`config.mk`:
```
export PLATFORM = sky130hd
export DESIGN_NAME = fir_serial_mac_sched
export DESIGN_NICKNAME = d
export VERILOG_FILES = /design/src/rtl/fir_pkg.sv /design/src/rtl/fir_mac_unit.sv /design/src/rtl/fir_serial_mac_sched.sv
export SDC_FILE = /design/constraint.sdc
export NUM_CORES = 2
export LEC_CHECK = 0
export ABC_AREA = 1
export BUFFER_PORTS_ARGS = -buffer_cell sky130_fd_sc_hd__buf_2
export CAP_MARGIN = 20
export CORE_ASPECT_RATIO = 0.9
export CORE_MARGIN = 4
export CORE_UTILIZATION = 46
export CTS_BUF_LIST = sky130_fd_sc_hd__clkbuf_16
export CTS_CLUSTER_DIAMETER = 80
export DETAILED_ROUTE_END_ITERATION = 12
export GPL_TIMING_DRIVEN = 0
export HOLD_SLACK_MARGIN = 0.02
export PLACE_DENSITY_LB_ADDON = 0.2
export SLEW_MARGIN = 30
export SYNTH_ARGS = -nofsm -noshare
export SYNTH_HDL_FRONTEND = slang
export SYNTH_SLANG_ARGS = --single-unit
export TNS_END_PERCENT = 20
```
`constraint.sdc`:
```
create_clock -name i_clk -period 6.1 [get_ports i_clk]
set_input_delay 0.305 -clock i_clk [delete_from_list [all_inputs] [get_ports i_clk]]
set_output_delay 0.305 -clock i_clk [all_outputs]
set_load 0.02 [all_outputs]
```
`src/rtl/fir_pkg.sv`:
```
// Shared FIR definitions: scheduler state encoding, default sizes and a clog2 helper.
// Also used by the direct-form filter, so the defaults live here.
package fir_pkg;

  localparam int unsigned FirN  = 16;
  localparam int unsigned FirDw = 16;

  typedef enum logic {
    StIdle,
    StMac
  } fir_state_e;

  function automatic int unsigned fir_clog2(input int unsigned v);
    int unsigned r = 0;
    for (int unsigned i = 0; i < 32; i++) begin
      if ((33'd1 << i) < 33'(v)) r = i + 1;
    end
    return r;
  endfunction

endpackage

```
`src/rtl/fir_mac_unit.sv`:
```
// Shared signed multiply-accumulate: DW x DW product sign-extended into an ACC_W accumulator.
// o_sum exposes acc + product so the caller can capture the final tap without an extra cycle.
module fir_mac_unit
  import fir_pkg::*;
#(
  parameter int unsigned DW    = FirDw,
  parameter int unsigned ACC_W = 2 * FirDw + 4
) (
  input  logic                    i_clk,
  input  logic                    i_rst,
  input  logic                    i_clr,
  input  logic                    i_en,
  input  logic signed [DW-1:0]    i_a,
  input  logic signed [DW-1:0]    i_b,
  output logic signed [ACC_W-1:0] o_acc,
  output logic signed [ACC_W-1:0] o_sum
);

  logic signed [2*DW-1:0]  w_prod;
  logic signed [ACC_W-1:0] w_prod_ext;
  logic signed [ACC_W-1:0] r_acc;

  assign w_prod     = (2 * DW)'(i_a) * (2 * DW)'(i_b);
  assign w_prod_ext = {{(ACC_W - 2 * DW){w_prod[2*DW-1]}}, w_prod};
  assign o_sum      = r_acc + w_prod_ext;
  assign o_acc      = r_acc;

  always_ff @(posedge i_clk) begin
    if (i_rst || i_clr) begin
      r_acc <= '0;
    end else if (i_en) begin
      r_acc <= o_sum;
    end
  end

endmodule

```
`src/rtl/fir_serial_mac_sched.sv`:
```
// Time-multiplexed FIR controller: one shared MAC sequenced over N taps per accepted sample.
// Owns the coefficient RAM and the circular sample history.
module fir_serial_mac_sched
  import fir_pkg::*;
#(
  parameter  int unsigned N     = FirN,
  parameter  int unsigned DW    = FirDw,
  localparam int unsigned AW    = fir_clog2(N),
  localparam int unsigned ACC_W = 2 * DW + AW
) (
  input  logic                    i_clk,
  input  logic                    i_rst,
  input  logic                    i_coeff_wr,
  input  logic [AW-1:0]           i_coeff_addr,
  input  logic signed [DW-1:0]    i_coeff_in,
  input  logic                    i_x_valid,
  input  logic signed [DW-1:0]    i_x_in,
  output logic                    o_x_ready,
  output logic                    o_y_valid,
  output logic signed [ACC_W-1:0] o_y_out,
  output logic                    o_busy
);

  fir_state_e              r_state;
  logic [AW-1:0]           r_wptr;
  logic [AW-1:0]           r_rd;
  logic [AW-1:0]           r_k;
  logic signed [DW-1:0]    r_hist  [N];
  logic signed [DW-1:0]    r_coeff [N];
  logic signed [ACC_W-1:0] r_y_out;
  logic                    r_y_valid;

  logic                    w_accept;
  logic                    w_last;
  logic                    w_addr_ok;
  logic signed [ACC_W-1:0] w_acc;
  logic signed [ACC_W-1:0] w_sum;

  // coeff_wr wins over a sample offered in the same cycle
  assign o_x_ready = (r_state == StIdle) && !i_coeff_wr;
  assign w_accept  = o_x_ready && i_x_valid;
  assign w_last    = (r_k == AW'(N - 1));
  assign w_addr_ok = (32'(i_coeff_addr) < N);
  assign o_busy    = (r_state == StMac);
  assign o_y_out   = r_y_out;
  assign o_y_valid = r_y_valid;

  fir_mac_unit #(
    .DW    (DW),
    .ACC_W (ACC_W)
  ) u_mac (
    .i_clk (i_clk),
    .i_rst (i_rst),
    .i_clr (w_accept),
    .i_en  (r_state == StMac),
    .i_a   (r_hist[r_rd]),
    .i_b   (r_coeff[r_k]),
    .o_acc (w_acc),
    .o_sum (w_sum)
  );

  always_ff @(posedge i_clk) begin
    if (i_rst) begin
      r_state   <= StIdle;
      r_wptr    <= '0;
      r_rd      <= '0;
      r_k       <= '0;
      r_y_out   <= '0;
      r_y_valid <= 1'b0;
      for (int i = 0; i < N; i++) begin
        r_hist[i]  <= '0;
        r_coeff[i] <= '0;
      end
    end else begin
      r_y_valid <= 1'b0;
      unique case (r_state)
        StIdle: begin
          if (i_coeff_wr) begin
            if (w_addr_ok) r_coeff[i_coeff_addr] <= i_coeff_in;
          end else if (i_x_valid) begin
            r_hist[r_wptr] <= i_x_in;
            r_rd           <= r_wptr;
            r_k            <= '0;
            r_state        <= StMac;
          end
        end
        StMac: begin
          // Walk the history backwards from the newest sample, wrapping modulo N
          r_rd <= (r_rd == '0) ? AW'(N - 1) : r_rd - AW'(1);
          r_k  <= r_k + AW'(1);
          if (w_last) begin
            r_y_out   <= w_sum;
            r_y_valid <= 1'b1;
            r_wptr    <= (r_wptr == AW'(N - 1)) ? '0 : r_wptr + AW'(1);
            r_state   <= StIdle;
          end
        end
        default: r_state <= StIdle;
      endcase
    end
  end

endmodule

```
Word-level counts from Yosys, hierarchy flattened
Memory sizes are Yosys's and may differ from the RTL's. A register that Yosys moved wholly into a read port is not among the register bits.
Cells that the tools add are included.

storage, ports and cells
  bits in registers = 86
  memory bits (writable) = 512
  memories kept = 2

memories
  memory   words  bits a word  read ports  clocked after memory_dff  wr ports  RTL line                    source
  r_coeff  16     16           1           1                         16        fir_serial_mac_sched.sv:29  logic signed [DW-1:0] r_coeff [N];
  r_hist   16     16           1           1                         16        fir_serial_mac_sched.sv:28  logic signed [DW-1:0] r_hist [N];

operators by class
  add/sub/neg operators = 4
  $mul = 1
  eq/ne operators = 4
  muxes and demuxes = 32
  bitwise logic cells = 1
  reduce and logical (&&, ||, !) cells = 10

operators by type and width
  operator                                          count
  two-way mux 4 bit                                 12
  adder 36 x 32 -> 36 bit                           1
  multiplier 16 x 16 -> 32 bit                      1
  two-way mux 16 bit                                2
  OR reduction 16 bit                               2
  case mux 4 bit (2 select lines)                   2
  two-way mux 1 bit                                 15
  adder 4 x 1 -> 4 bit, second input constant       2
  == test 4 bit, second input constant              2
  logical NOT 4 bit                                 1
  inequality test 2 bit, second input constant      2
  AND reduction 2 bit                               2
  subtractor 4 x 1 -> 4 bit, second input constant  1
  logical AND 1 bit                                 2
  case mux 1 bit (2 select lines)                   1
  OR reduction 2 bit                                1
  logical NOT 1 bit                                 1
  logical OR 1 bit                                  1
  inverter 1 bit                                    1

Depth between registers and ports, before layout
  depth after elaboration = 7
  gate-level depth with buffers = 37
  mapped depth without buffers = 34

Modules after synthesis
A second synthesis with hierarchy kept.

second synthesis, totals
  cell total of the unflattened synthesis = 4970
  area, all modules = 40948.0 µm²

by module, submodules not included
  module                instances  cells an instance  area each (µm²)  sequential area each (µm²)
  fir_serial_mac_sched  1          3024               26639.3          16535.9
  fir_mac_unit          1          1946               14308.7          720.7

Worst setup path after synthesis
No wires, ideal clock.

  path kind = register to register
  start = register (tool-made name)
  end = register u_mac.r_acc[35], in the netlist u_mac.o_acc[35]
  library setup time = 0.109 ns
  arrival = 6.281 ns
  path slack = -0.289 ns
  stages on the path, launching flop included = 36
  path buffers = 3
  cells stage by stage = dfxtp_1 buf_6 inv_2 buf_6 nand2_1 nand2_1 nand2_1 nand3_1 nand3_1 nand2_2 buf_1 nand2_1 fa_1 inv_1 fa_1 inv_1 fa_1 inv_1 fa_1 fa_1 inv_1 fa_1 inv_1 ha_1 a21oi_1 nand2_1 nand2_1 nand2_1 nand2_1 nand2_1 a21oi_1 inv_1 nand2_1 nand3_1 nand2_1 inv_1

RTL lines
  what                  RTL line            source
  to (signal assigned)  fir_mac_unit.sv:32  r_acc <= o_sum;
  to (decl)             fir_mac_unit.sv:21  logic signed [ACC_W-1:0] r_acc;

==> results.toml <==
[global_routing]
overflow = 0
antenna_found_initial = 2
grt_pass1_wl_mm = 190.3
grt_pass1_vias = 30920
grt_max_degree = 20
grt_use_total = 0.2845

[clock_network]
cts_tree = "built"
clock_sinks = 606
cts_max_path_buffers = 3
numCtsBuffers = 73
path_clk_slew_ps = 60
cts_root_buf = "clkbuf_16"
clkLatencyLatePin_ps = 660
h-tree-depth = 3

[die]
row_count = 100
die_w_um = 314.7
io_pins = 79
core_area_sq_mm = 0.08333
dieArea_sq_mm = 0.08936
die_h_um = 284.0
initial_core_util = 0.4672

[routing]
wl_mm = 129.5
vias_per_cell = 5.617
via_count = 31530
ant_nets = 0
drtIter0Drc = 3851
firstDrtPassIters = 9
drc = 0
wire_per_inst_um = 23.07

[finish]
nets = 4903
final_cells = 5614
utilization = 0.5573
seq_area_sq_mm = 0.01727
multi_input_area_sq_mm = 0.01935
fillers = 7483
diodes = 0
drive_gt1_frac = 0.1810
synthToLayoutAreaGrowth_pct = 19.29

[worst_setup_path]
start_kind = "flop"
crit_fanout = 7
arrival_ps = 7510
worstSetupPathType = "reg -> reg"
cpPeakStageDelay_ps = 540
crit_top_cell = "buf_12"
cp-end-kind = "flop"
slowest_stage = "fa_1"
cp.required_ps = 6600

[synthesis]
ys_seq_area_frac = 0.4432
ys_seq_elements = 606
syn_avg_cell_area_sq_um = 9.323
syn_nets = 4644
ys_top_cells_by_count = "nor2_1 (888), inv_1 (704), nand2_1 (531)"
yosysUniqueCellTypes = 46
mappedNetlistArea_sq_mm = 0.03893
netlist.area_leader.share = 0.3949
yosysMostFrequentCell = "nor2_1"
synth_area_leaders = "edfxtp_1 (39%), fa_1 (16%), nor2_1 (8.6%)"
synth_edf_count = 512
synth_warnings = 0
synthCells = 4176
synthArstFlopShare = 0
ys.flop_type = "edfxtp_1"
yosysTopAreaCell = "edfxtp_1"

[hold_path]
hp-class = "in -> reg"

[timing]
setup_violations = 51
rsz0062_at_grt = "yes"
worst_pin_slew_ps = 1028
maxClockFrequency_ghz = 0.1426
min_period_ps = 7011
fin_ws_ps = -910.9
finalCritPeriodShare = 1.149
relSlewSlack = 0.3128
drv_slew = 0
finalHoldViolCount = 0
clock_skew_ps = 65.17

[placement]
dp_cells = 5375
io_buffers = 77
dpl.hpwl_mm = 91.60
place_congestion = 0.9874

[run]
max_cap_viol_count = 0

[status]
outcome = "complete, but fails checks"
violations = "setup timing"
-- worst max-delay path, delay by kind of cell (launching register included) --
kind | cells | cell delay, ps
fa+ha+maj | 7 | 3240
simple gates | 10 | 1340
buf+inv | 12 | 1310
compound gates | 3 | 560
flops | 1 | 380
-- worst paths after layout --
| path | from | end | slack, ps | cells after the start |
|---|---|---|---|---|
| setup / recovery | flop | u_mac.o_acc[28] | -910 | 32 |
| hold / removal | i_coeff_in[14] | r_coeff[1][14] | 50 | 3 |
| setup reg to reg | flop | u_mac.o_acc[28] | -910 | 32 |
| hold reg to reg | o_y_out[0] | o_y_out[0] | 470 | 2 |
-- cell type report --
type	count	share of cell area
buffer	223	0.04030
inverter	715	0.05833
timing repair buffer	187	0.03271
clock inverter	59	0.01056
tap	1122	0.03023
clock buffer	73	0.03933
sequential	606	0.3718
multi-input combinational	2629	0.4167
-- stage by stage --
| stage | hold WS [ps] | area (sq um) | TNS (ps) | setup slack, ps |
|---|---|---|---|---|
| 3_5_place_dp | 460.5 | 40760 | -84620 | -1934 |
| 4_1_cts | 24.87 | 45220 | -30250 | -738.8 |
| 5_1_grt | 71.20 | 46440 | -44700 | -1023 |
| 3_3_place_gp | 454.2 | 40760 | -83810 | -1883 |
| 6_report | 50.06 | 46440 | -35700 | -910.9 |
| 2_1_floorplan | 445.2 | 38970 | -23.86 | -12.05 |
-- registers in the layout (all words and copies together), names as in the netlist, named ones only --
name	count
r_coeff	256
r_k	4
r_hist	256
o_busy	1
o_y_out	36
r_wptr	4
r_rd	4
o_y_valid	1
u_mac.o_acc	36
-- logic make-up (layout without fill, tap and decap cells) --
kind of cell             count (synthesis)  count (layout)  synth area share
AND/OR/NAND/NOR                       1652            1652            0.1706
buffers and inverters                  941            1257            0.1020
flip-flops                             606             606            0.4432
AO/OA/AOI/OAI                          536             536           0.08311
adder cells (fa/ha/maj)                428             428            0.1981
XOR/XNOR                                13              13          0.002924
-- per-layer routing --
layer	wire length, um	GRT usage
met4	5017	0.1050
met3	15890	0.07149
met5	90	0.006494
met1	52410	0.4007
met2	56100	0.4265
-- cells in the final DEF, fill, tap and decap left out, types with 38 or more instances in the layout --
cell type and count:
dfxtp_1 88, buf_4 87, o21ai_1 67, o21ai_0 210
inv_2 40, nand2_4 42, ha_1 85, nor2_1 853
inv_1 683, fa_1 295, buf_6 45, edfxtp_1 512
nand2_2 64, nand2_1 470, o221ai_1 78, clkbuf_16 79
clkbuf_1 73, o211ai_1 46, nand3_2 38, nand3_1 86
buf_2 89
-- repair_timing --
item,in CTS,in global routing
hold endpoints to repair,1,0
cloned,2,6
pin swaps,101,86
setup endpoints to repair,60,56
gates resized for setup,415,236
setup buffers,66,36
hold buffers,1,0
Power is left out: the tool's default activity adds up to more than one toggle a clock period on the data nets, which glitch-free logic cannot reach.
